## src/rtl/keypad_scanner.sv

```systemverilog
// keypad_scanner: column-strobing scanner for a 4x4 active-low matrix keypad.
// Drives one column low at a time and samples the synchronized rows once per
// dwell period. A single-key press must be seen DEBOUNCE_CNT consecutive
// samples to be accepted, and a release must likewise persist. Ghosted
// multi-key samples are ignored.
//
// Ports:
//   clk       - block clock, all state on rising edge
//   rst_n     - synchronous active-low reset
//   row       - keypad rows, active-low, asynchronous to clk
//   col       - column drive, active-low one-hot (registered)
//   key_code  - last accepted key, row_idx*4 + col_idx
//   key_valid - one-cycle pulse on press acceptance
//   key_held  - high from press acceptance until release acceptance
module keypad_scanner #(
  parameter int unsigned SCAN_DIV     = 50000,
  parameter int unsigned DEBOUNCE_CNT = 4
) (
  input  logic       clk,
  input  logic       rst_n,
  input  logic [3:0] row,
  output logic [3:0] col,
  output logic [3:0] key_code,
  output logic       key_valid,
  output logic       key_held
);

  localparam int unsigned DW = (SCAN_DIV > 1) ? $clog2(SCAN_DIV) : 1;
  localparam int unsigned MW = $clog2(DEBOUNCE_CNT + 1);
  localparam logic [DW-1:0] DWELL_LAST = DW'(SCAN_DIV - 1);
  localparam logic [MW-1:0] MATCH_LAST = MW'(DEBOUNCE_CNT);

  typedef enum logic [1:0] {
    ST_SCAN,
    ST_DEBOUNCE,
    ST_HOLD
  } state_e;

  state_e          state_q,    state_d;
  logic [DW-1:0]   dwell_q,    dwell_d;
  logic [1:0]      col_idx_q,  col_idx_d;
  logic [3:0]      col_q,      col_d;
  logic [MW-1:0]   match_q,    match_d;
  logic [1:0]      cand_row_q, cand_row_d;
  logic [1:0]      cand_col_q, cand_col_d;
  logic [3:0]      code_q,     code_d;
  logic            valid_q,    valid_d;
  logic            held_q,     held_d;
  logic [3:0]      sync1_q;
  logic [3:0]      rs_q;

  logic            tick;
  logic [2:0]      zero_cnt;
  logic [1:0]      zero_idx;
  logic [3:0]      cand_pat;
  logic [MW-1:0]   match_inc;

  assign tick      = (dwell_q == DWELL_LAST);
  assign cand_pat  = ~(4'b0001 << cand_row_q);
  assign match_inc = match_q + 1'b1;

  // Count low rows and remember the index of the (only meaningful) low row.
  always_comb begin
    zero_cnt = '0;
    zero_idx = '0;
    for (int unsigned i = 0; i < 4; i++) begin
      if (!rs_q[i]) begin
        zero_cnt = zero_cnt + 3'd1;
        zero_idx = 2'(i);
      end
    end
  end

  always_comb begin
    state_d    = state_q;
    dwell_d    = tick ? '0 : dwell_q + 1'b1;
    col_idx_d  = col_idx_q;
    match_d    = match_q;
    cand_row_d = cand_row_q;
    cand_col_d = cand_col_q;
    code_d     = code_q;
    valid_d    = 1'b0;
    held_d     = held_q;

    if (tick) begin
      case (state_q)
        ST_SCAN: begin
          if (zero_cnt == 3'd1) begin
            cand_row_d = zero_idx;
            cand_col_d = col_idx_q;
            if (DEBOUNCE_CNT == 1) begin
              code_d  = {zero_idx, col_idx_q};
              valid_d = 1'b1;
              held_d  = 1'b1;
              match_d = '0;
              state_d = ST_HOLD;
            end else begin
              match_d = MW'(1);
              state_d = ST_DEBOUNCE;
            end
          end else begin
            // Idle or ghosted sample: keep scanning.
            col_idx_d = col_idx_q + 2'd1;
          end
        end
        ST_DEBOUNCE: begin
          if (rs_q == cand_pat) begin
            if (match_inc == MATCH_LAST) begin
              code_d  = {cand_row_q, cand_col_q};
              valid_d = 1'b1;
              held_d  = 1'b1;
              match_d = '0;
              state_d = ST_HOLD;
            end else begin
              match_d = match_inc;
            end
          end else begin
            match_d   = '0;
            col_idx_d = col_idx_q + 2'd1;
            state_d   = ST_SCAN;
          end
        end
        ST_HOLD: begin
          // match_q is reused as the release counter while holding.
          if (rs_q == 4'b1111) begin
            if (match_inc == MATCH_LAST) begin
              held_d    = 1'b0;
              match_d   = '0;
              col_idx_d = col_idx_q + 2'd1;
              state_d   = ST_SCAN;
            end else begin
              match_d = match_inc;
            end
          end else begin
            match_d = '0;
          end
        end
        default: begin
          match_d = '0;
          state_d = ST_SCAN;
        end
      endcase
    end

    col_d = ~(4'b0001 << col_idx_d);
  end

  always_ff @(posedge clk) begin
    if (!rst_n) begin
      state_q    <= ST_SCAN;
      dwell_q    <= '0;
      col_idx_q  <= '0;
      col_q      <= 4'b1110;
      match_q    <= '0;
      cand_row_q <= '0;
      cand_col_q <= '0;
      code_q     <= '0;
      valid_q    <= 1'b0;
      held_q     <= 1'b0;
      sync1_q    <= '1;
      rs_q       <= '1;
    end else begin
      state_q    <= state_d;
      dwell_q    <= dwell_d;
      col_idx_q  <= col_idx_d;
      col_q      <= col_d;
      match_q    <= match_d;
      cand_row_q <= cand_row_d;
      cand_col_q <= cand_col_d;
      code_q     <= code_d;
      valid_q    <= valid_d;
      held_q     <= held_d;
      sync1_q    <= row;
      rs_q       <= sync1_q;
    end
  end

  assign col       = col_q;
  assign key_code  = code_q;
  assign key_valid = valid_q;
  assign key_held  = held_q;

endmodule

```

## config.mk

```make
export PLATFORM = sky130hd
export DESIGN_NAME = keypad_scanner
export DESIGN_NICKNAME = d
export VERILOG_FILES = /design/src/rtl/keypad_scanner.sv
export SDC_FILE = /design/constraint.sdc
export NUM_CORES = 1
export LEC_CHECK = 0
export BUFFER_PORTS_ARGS = -buffer_cell sky130_fd_sc_hd__buf_2
export CAP_MARGIN = 20
export CORE_MARGIN = 2
export CORE_UTILIZATION = 30
export CTS_CLUSTER_SIZE = 16
export DETAILED_ROUTE_END_ITERATION = 12
export PLACE_DENSITY_LB_ADDON = 0.1
export SLEW_MARGIN = 20
export SYNTH_ARGS = -nofsm -noshare
export SYNTH_HDL_FRONTEND = slang
export SYNTH_SLANG_ARGS = --single-unit
```

## constraint.sdc

```tcl
create_clock -name clk -period 2.3 [get_ports clk]
set_input_delay 0.46 -clock clk [delete_from_list [all_inputs] [get_ports clk]]
set_output_delay 0.46 -clock clk [all_outputs]
set_load 0.1 [all_outputs]
```

## Word-level counts from Yosys, hierarchy flattened

Index checks and enable logic that the tools add are counted.

| storage, ports and cells | value |
|---|---|
| output and inout port bits | 10 |
| register bits | 45 |
| bits of input ports | 6 |
| logic and storage cells | 75 |

| cells by class | value |
|---|---|
| muxes and demuxes | 30 |
| reductions and logical operators | 9 |
| bitwise operators | 3 |
| shifts and indexed selects | 2 |
| $add $sub $neg | 6 |
| eq/ne operators | 13 |

Operators by type and width:

| operator | count |
|---|---|
| two-way mux 2 bit | 12 |
| two-way mux 3 bit | 7 |
| adder 16 x 1 -> 16 bit (second input constant) | 1 |
| equality test 16 bit (second input constant) | 1 |
| adder 3 x 1 -> 3 bit (second input constant) | 4 |
| one-hot mux 2 bit (3 select lines) | 2 |
| inequality test 2 bit (second input constant) | 5 |
| one-hot mux 3 bit (3 select lines) | 1 |
| inverter 4 bit | 2 |
| AND reduction 4 bit | 2 |
| << shifter 1 x 2 -> 4 bit (first input constant) | 2 |
| two-way mux 1 bit | 7 |
| AND reduction 6 bit | 1 |
| AND reduction 5 bit | 1 |
| equality test 4 bit | 1 |
| equality test 4 bit (second input constant) | 1 |
| equality test 3 x 1 -> 1 bit (second input constant) | 1 |
| equality test 3 bit (second input constant) | 1 |
| inequality test 3 bit (second input constant) | 1 |
| AND reduction 3 bit | 1 |
| adder 2 x 1 -> 2 bit (second input constant) | 1 |
| equality test 2 x 1 -> 1 bit (second input constant) | 1 |
| equality test 2 bit (second input constant) | 1 |
| logical NOT 2 bit | 1 |
| 5 further kinds | 5 |

## Logic depth before layout (Yosys ltp)

| logic depth | value |
|---|---|
| depth in word-level cells | 13 |
| depth in mapped cells | 11 |

## Worst setup path before layout

OpenSTA, ideal clock, no wires.

| path | value |
|---|---|
| path type | reg-to-reg |
| start | reg rs_q[0] |
| end | reg col_q[0], in the netlist col[0] |
| setup time | 0.118 ns |
| path slack | -0.180 ns |
| arrival | 2.362 ns |
| period minus slack after synthesis | 2.480 ns |
| buffers on the path | 1 |
| cell stages (with the launch flop) | 11 |
| cells stage by stage | dfxtp_1 inv_1 ha_1 xnor2_1 ha_1 or3b_4 nand3b_2 a31oi_2 o211a_1 buf_6 o221a_4 |

| between the ends | value |
|---|---|
| cells in the longest elaborated chain, start to end | 13 |
| elaborated cells on any way between the ends | 17 |
| classes of those cells | add/sub (3); eq/ne (3); shift (1); mux (9); bitwise (1) |

RTL lines:

| what | RTL line | text |
|---|---|---|
| from (decl) | 50 | `logic [3:0] rs_q;` |
| from (signal assigned) | 174 | `rs_q <= sync1_q;` |
| two-way mux 1 bit | 67 | `if (!rs_q[i]) begin` |
| adder 3 x 1 -> 3 bit | 68 | `zero_cnt = zero_cnt + 3'd1;` |
| two-way mux 3 bit | 67 |  |
| adder 3 x 1 -> 3 bit | 68 |  |
| two-way mux 3 bit | 67 |  |
| adder 3 x 1 -> 3 bit | 68 |  |
| two-way mux 3 bit | 67 |  |
| equality test 3 x 1 -> 1 bit | 88 | `if (zero_cnt == 3'd1) begin` |
| two-way mux 2 bit | 88 |  |
| one-hot mux 2 bit (3 select lines) * | 86 | `case (state_q)` |
| two-way mux 2 bit * | 85 | `if (tick) begin` |
| << shifter 1 x 2 -> 4 bit * | 145 | `col_d = ~(4'b0001 << col_idx_d);` |
| inverter 4 bit * | 145 |  |
| to (signal assigned) | 166 | `col_q <= col_d;` |
| to (decl) | 42 | `logic [3:0] col_q, col_d;` |

Every way passes the cells marked *; elsewhere a longest branch is shown, timed or not.
A chain may end at the register's enable or synchronous reset.

## Worst setup path in the final report

| path | value |
|---|---|
| start | reg rs_q[1] |
| end | reg col_idx_q[1] |

| between the ends | value |
|---|---|
| cells in the longest elaborated chain, start to end | 9 |
| elaborated cells on any way between the ends | 13 |
| classes of those cells | add/sub (2); eq/ne (3); mux (8) |

RTL lines:

| what | RTL line | text |
|---|---|---|
| two-way mux 3 bit | 67 |  |
| adder 3 x 1 -> 3 bit | 68 |  |
| two-way mux 3 bit | 67 |  |
| adder 3 x 1 -> 3 bit | 68 |  |
| two-way mux 3 bit | 67 |  |
| equality test 3 x 1 -> 1 bit | 88 |  |
| two-way mux 2 bit | 88 |  |
| one-hot mux 2 bit (3 select lines) * | 86 |  |
| two-way mux 2 bit * | 85 |  |
| to (signal assigned) | 165 | `col_idx_q <= col_idx_d;` |
| to (decl) | 41 | `logic [1:0] col_idx_q, col_idx_d;` |

Marked as above.

==> results.md <==
* Synth warnings at 0
* Compound-Gate Fraction of Synth Area at 0.139
* DR WL/cell at 11.6 um
* Die Area at approximately 0.0080 sq mm
* FFs w/ async S/R, synth at 0
* Crit-path cells: inv_4 -> ha_4 -> xnor2_2 -> ha_1 -> or3b_4 -> nand3b_4 -> a31oi_4 -> o211a_4 -> a22o_1
* Syn Area/Cell at between 9 and 10 sq um
* Pwr Total at 1.48 mW
* Slowest stage cell on the critical path: or3b_4
* Startpoint Class: flop
* Gr ovfl total at 0
* Postcts setup bufs at 0
* Reg-to-Reg Start: rs_q[1]$_SDFF_PN1_
* DR WL met3 at roughly 150 um
* Nets at between 200 and 300
* Post-synthesis simple-gate area fraction at 0.245
* Outcome: completed
* Slew Limit Fails at 0
* Max_slew headroom at 0.682
* Hold path start: row[1]
* Final Hold Viols at 0
* Post-Place Cells at roughly 350
* Area Growth Syn to Fin at 20.4%
* CP Capture Type: flop
* Synth area leaders: dfxtp_1 (41%), nor2_1 (5.8%), mux2i_1 (5.0%)
* Worst skew pair latency at 0.30 ns
* Synth Area in XOR/XNOR at 0.0722
* Via density at ~4.5
* Placed Instance Area at about 0.0025 sq mm
* Commonest non-fill, non-tap cell in the layout: dfxtp_1
* Vias in the first global route at approximately 1,500
* Yosys top cell by area: dfxtp_1
* MaxCap Viol Count at 0
* Tcrit/Tclk final at 0.991
* Die Y at 89.6 um
* Met2 WL at approximately 1.8 mm
* Worst endpoint required time at between 2 and 2.5 ns
* Ports at 16
* IO buf count at 15
* DRC at 0
* M1 WL at 2.16 mm
* Critical Path AT at between 2 and 2.5 ns
* Max frequency at 439 MHz
* Global-route total usage across every layer at 0.114
* First-pass GRT wire length at 7.16 mm
* Num rows at 31
* H-tree depth at 2
* # diodes at 0
* Pwr per Cell Area at 560 mW/mm^2
* Largest family of logic cells by synthesized area: simple AND/OR/NAND/NOR gates
* Syn Inst Count at 232
* Via count at between 1,500 and 2,000
* Place WS at -0.0488 ns
* TritonCTS Sinks at between 40 and 50
* 1st-pass router iterations at 4
* Top Family by Delay on Critical Path: compound AO/OA/AOI/OAI gates
* Commonest cells after routing, fill and taps aside: dfxtp_1 (43), nor2_1 (34), buf_2 (15)
* Slack of the worst reg-to-reg path at about 0.021 ns
* Inserted Clock Buffers at 5
* Final WS setup at ~0.021 ns
* Yosys cell types at 51
* Mux contribution to synthesized area at 0.0501
* TritonCTS clock tree: yes
* Adder-Cell Fraction of Synth Area at 0.0398
* Final Non-Filler Cells at ~360
* Top layer in use: met4
* Initial antenna violation count at 0
* Minimum clock period at approximately 2.3 ns
* Final instance area at roughly 0.0026 sq mm
* Root Buffer: clkbuf_8
* CTS hold repair buffers at 0
* Endpoints failing setup at 0
* Hold Path Class: input pin to flop
* Detail Route Antenna Nets at 0
* Starting DRT DRC Count at slightly above 60
* Leakage at roughly 1.1 nW
* Synth top area share at 0.410
* Post-Syn Area at about 0.0022 sq mm
* RSZ-0062 raised after global routing: true
* WS Path Type: flop to flop
* Clock tree buffer depth at 2
* Synth Net Count at approximately 250
* Maximum VDD drop at ~0.00020 V
* Critical-path maximum fanout at 6
* Most common flop cell mapped by yosys: dfxtp_1
* Total Wirelength at roughly 4.2 mm
* CORE AREA at 0.00718 sq mm
* Crit path buf inv count at 1
* HPWL Detailed at 2.99 mm
* Worst Tran Pin Value at about 0.47 ns
* Clock Skew at around 0.010 ns
* GPL Wtd Cong at between 0.7 and 0.8
* Fin Setup TNS at 0 ns
* EDFF count, synth at 0
* Clock transition at the registers of the reported paths at about 0.080 ns
* Post-route core utilization at 0.369
* Initial Util at 0.307
* Register area share after synthesis at 0.410
* Largest net degree at the start of global routing at 21
* Crit. Startpoint: rs_q[1]$_SDFF_PN1_
* Worst Hold Slack at about 0.34 ns
* Die width at 89.6 um
* CP peak stage delay at 0.40 ns
* Layout fillers at 724
* Layout cells sized above 1 at 0.262
* #FFs+latches synth at 45
==> what timing repair did <==
| item | CTS | global route |
|---|---|---|
| gates resized for setup | 5 | 10 |
| endpoints found under the setup margin | 7 | 14 |
| pin swaps | 1 | 2 |
==> per-layer routing <==
| metal | global-route usage | vias up |
|---|---|---|
| met5 | 0 | - |
| met4 | 0.0326 | 0 |
| met3 | 0.0302 | 5 |
| met2 | 0.174 | 25 |
| met1 | 0.159 | 730 |
| li1 | - | 867 |
==> final cells by class <==
type	count	area [sq um]	area share
sequential	45	906	0.342
tap	99	124	0.0468
timing repair buffer	30	191	0.0723
multi-input combinational	169	1280	0.484
clock buffer	8	111	0.0421
inverter	8	32.5	0.0123
==> cell families (layout without fill, tap and decap cells) <==
logic type      count (synthesis)  count (layout)
flops                          45              45
xor+xnor                       16              16
buf+inv                        18              46
mux                            11              11
fa+ha+maj                       7               7
compound gates                 36              36
simple gates                   99              99
==> final timing paths <==
path	cells past startpoint	to
worst max-delay path	9	col_idx_q[1]$_SDFF_PN0_
worst min-delay path	2	sync1_q[1]$_SDFF_PN1_
worst max register to register	9	col_idx_q[1]$_SDFF_PN0_
worst min register to register	1	rs_q[2]$_SDFF_PN1_
==> Yosys cell counts, types with 2 or more instances <==
cell        n
a21o_1      2
a21oi_1     3
a21oi_2     3
and3_1      7
buf_6       2
clkbuf_1    4
dfxtp_1    45
ha_1        7
inv_1       8
mux2i_1    11
nand2_1    11
nand2b_1    9
nand3_1    10
nand3b_1    7
nand4_1     4
nor2_1     34
nor2b_1     2
nor3_1      4
o2111ai_1   2
o2111ai_2   2
o211ai_1    5
o21a_1      2
o21ai_0     4
o221a_2     3
or3b_1      2
xnor2_1     8
xor2_1      7
==> power breakdown <==
group	internal, mW	total [mW]	switching [mW]	leakage (nW)
Sequential	0.789	0.799	0.00982	0.365
Clock	0.311	0.584	0.273	0.0566
Combinational	0.0513	0.101	0.0495	0.644
Total	1.15	1.48	0.332	1.07
==> sequential cells by signal, indices dropped and copies added (netlist names) <==
name and flops:
key_held 1, col 4, col_idx_q 2, key_valid 1, sync1_q 4, dwell_q 16
cand_col_q 2, match_q 3, key_code 4, rs_q 4, state_q 2, cand_row_q 2
Power figures use the tool's default switching activity.
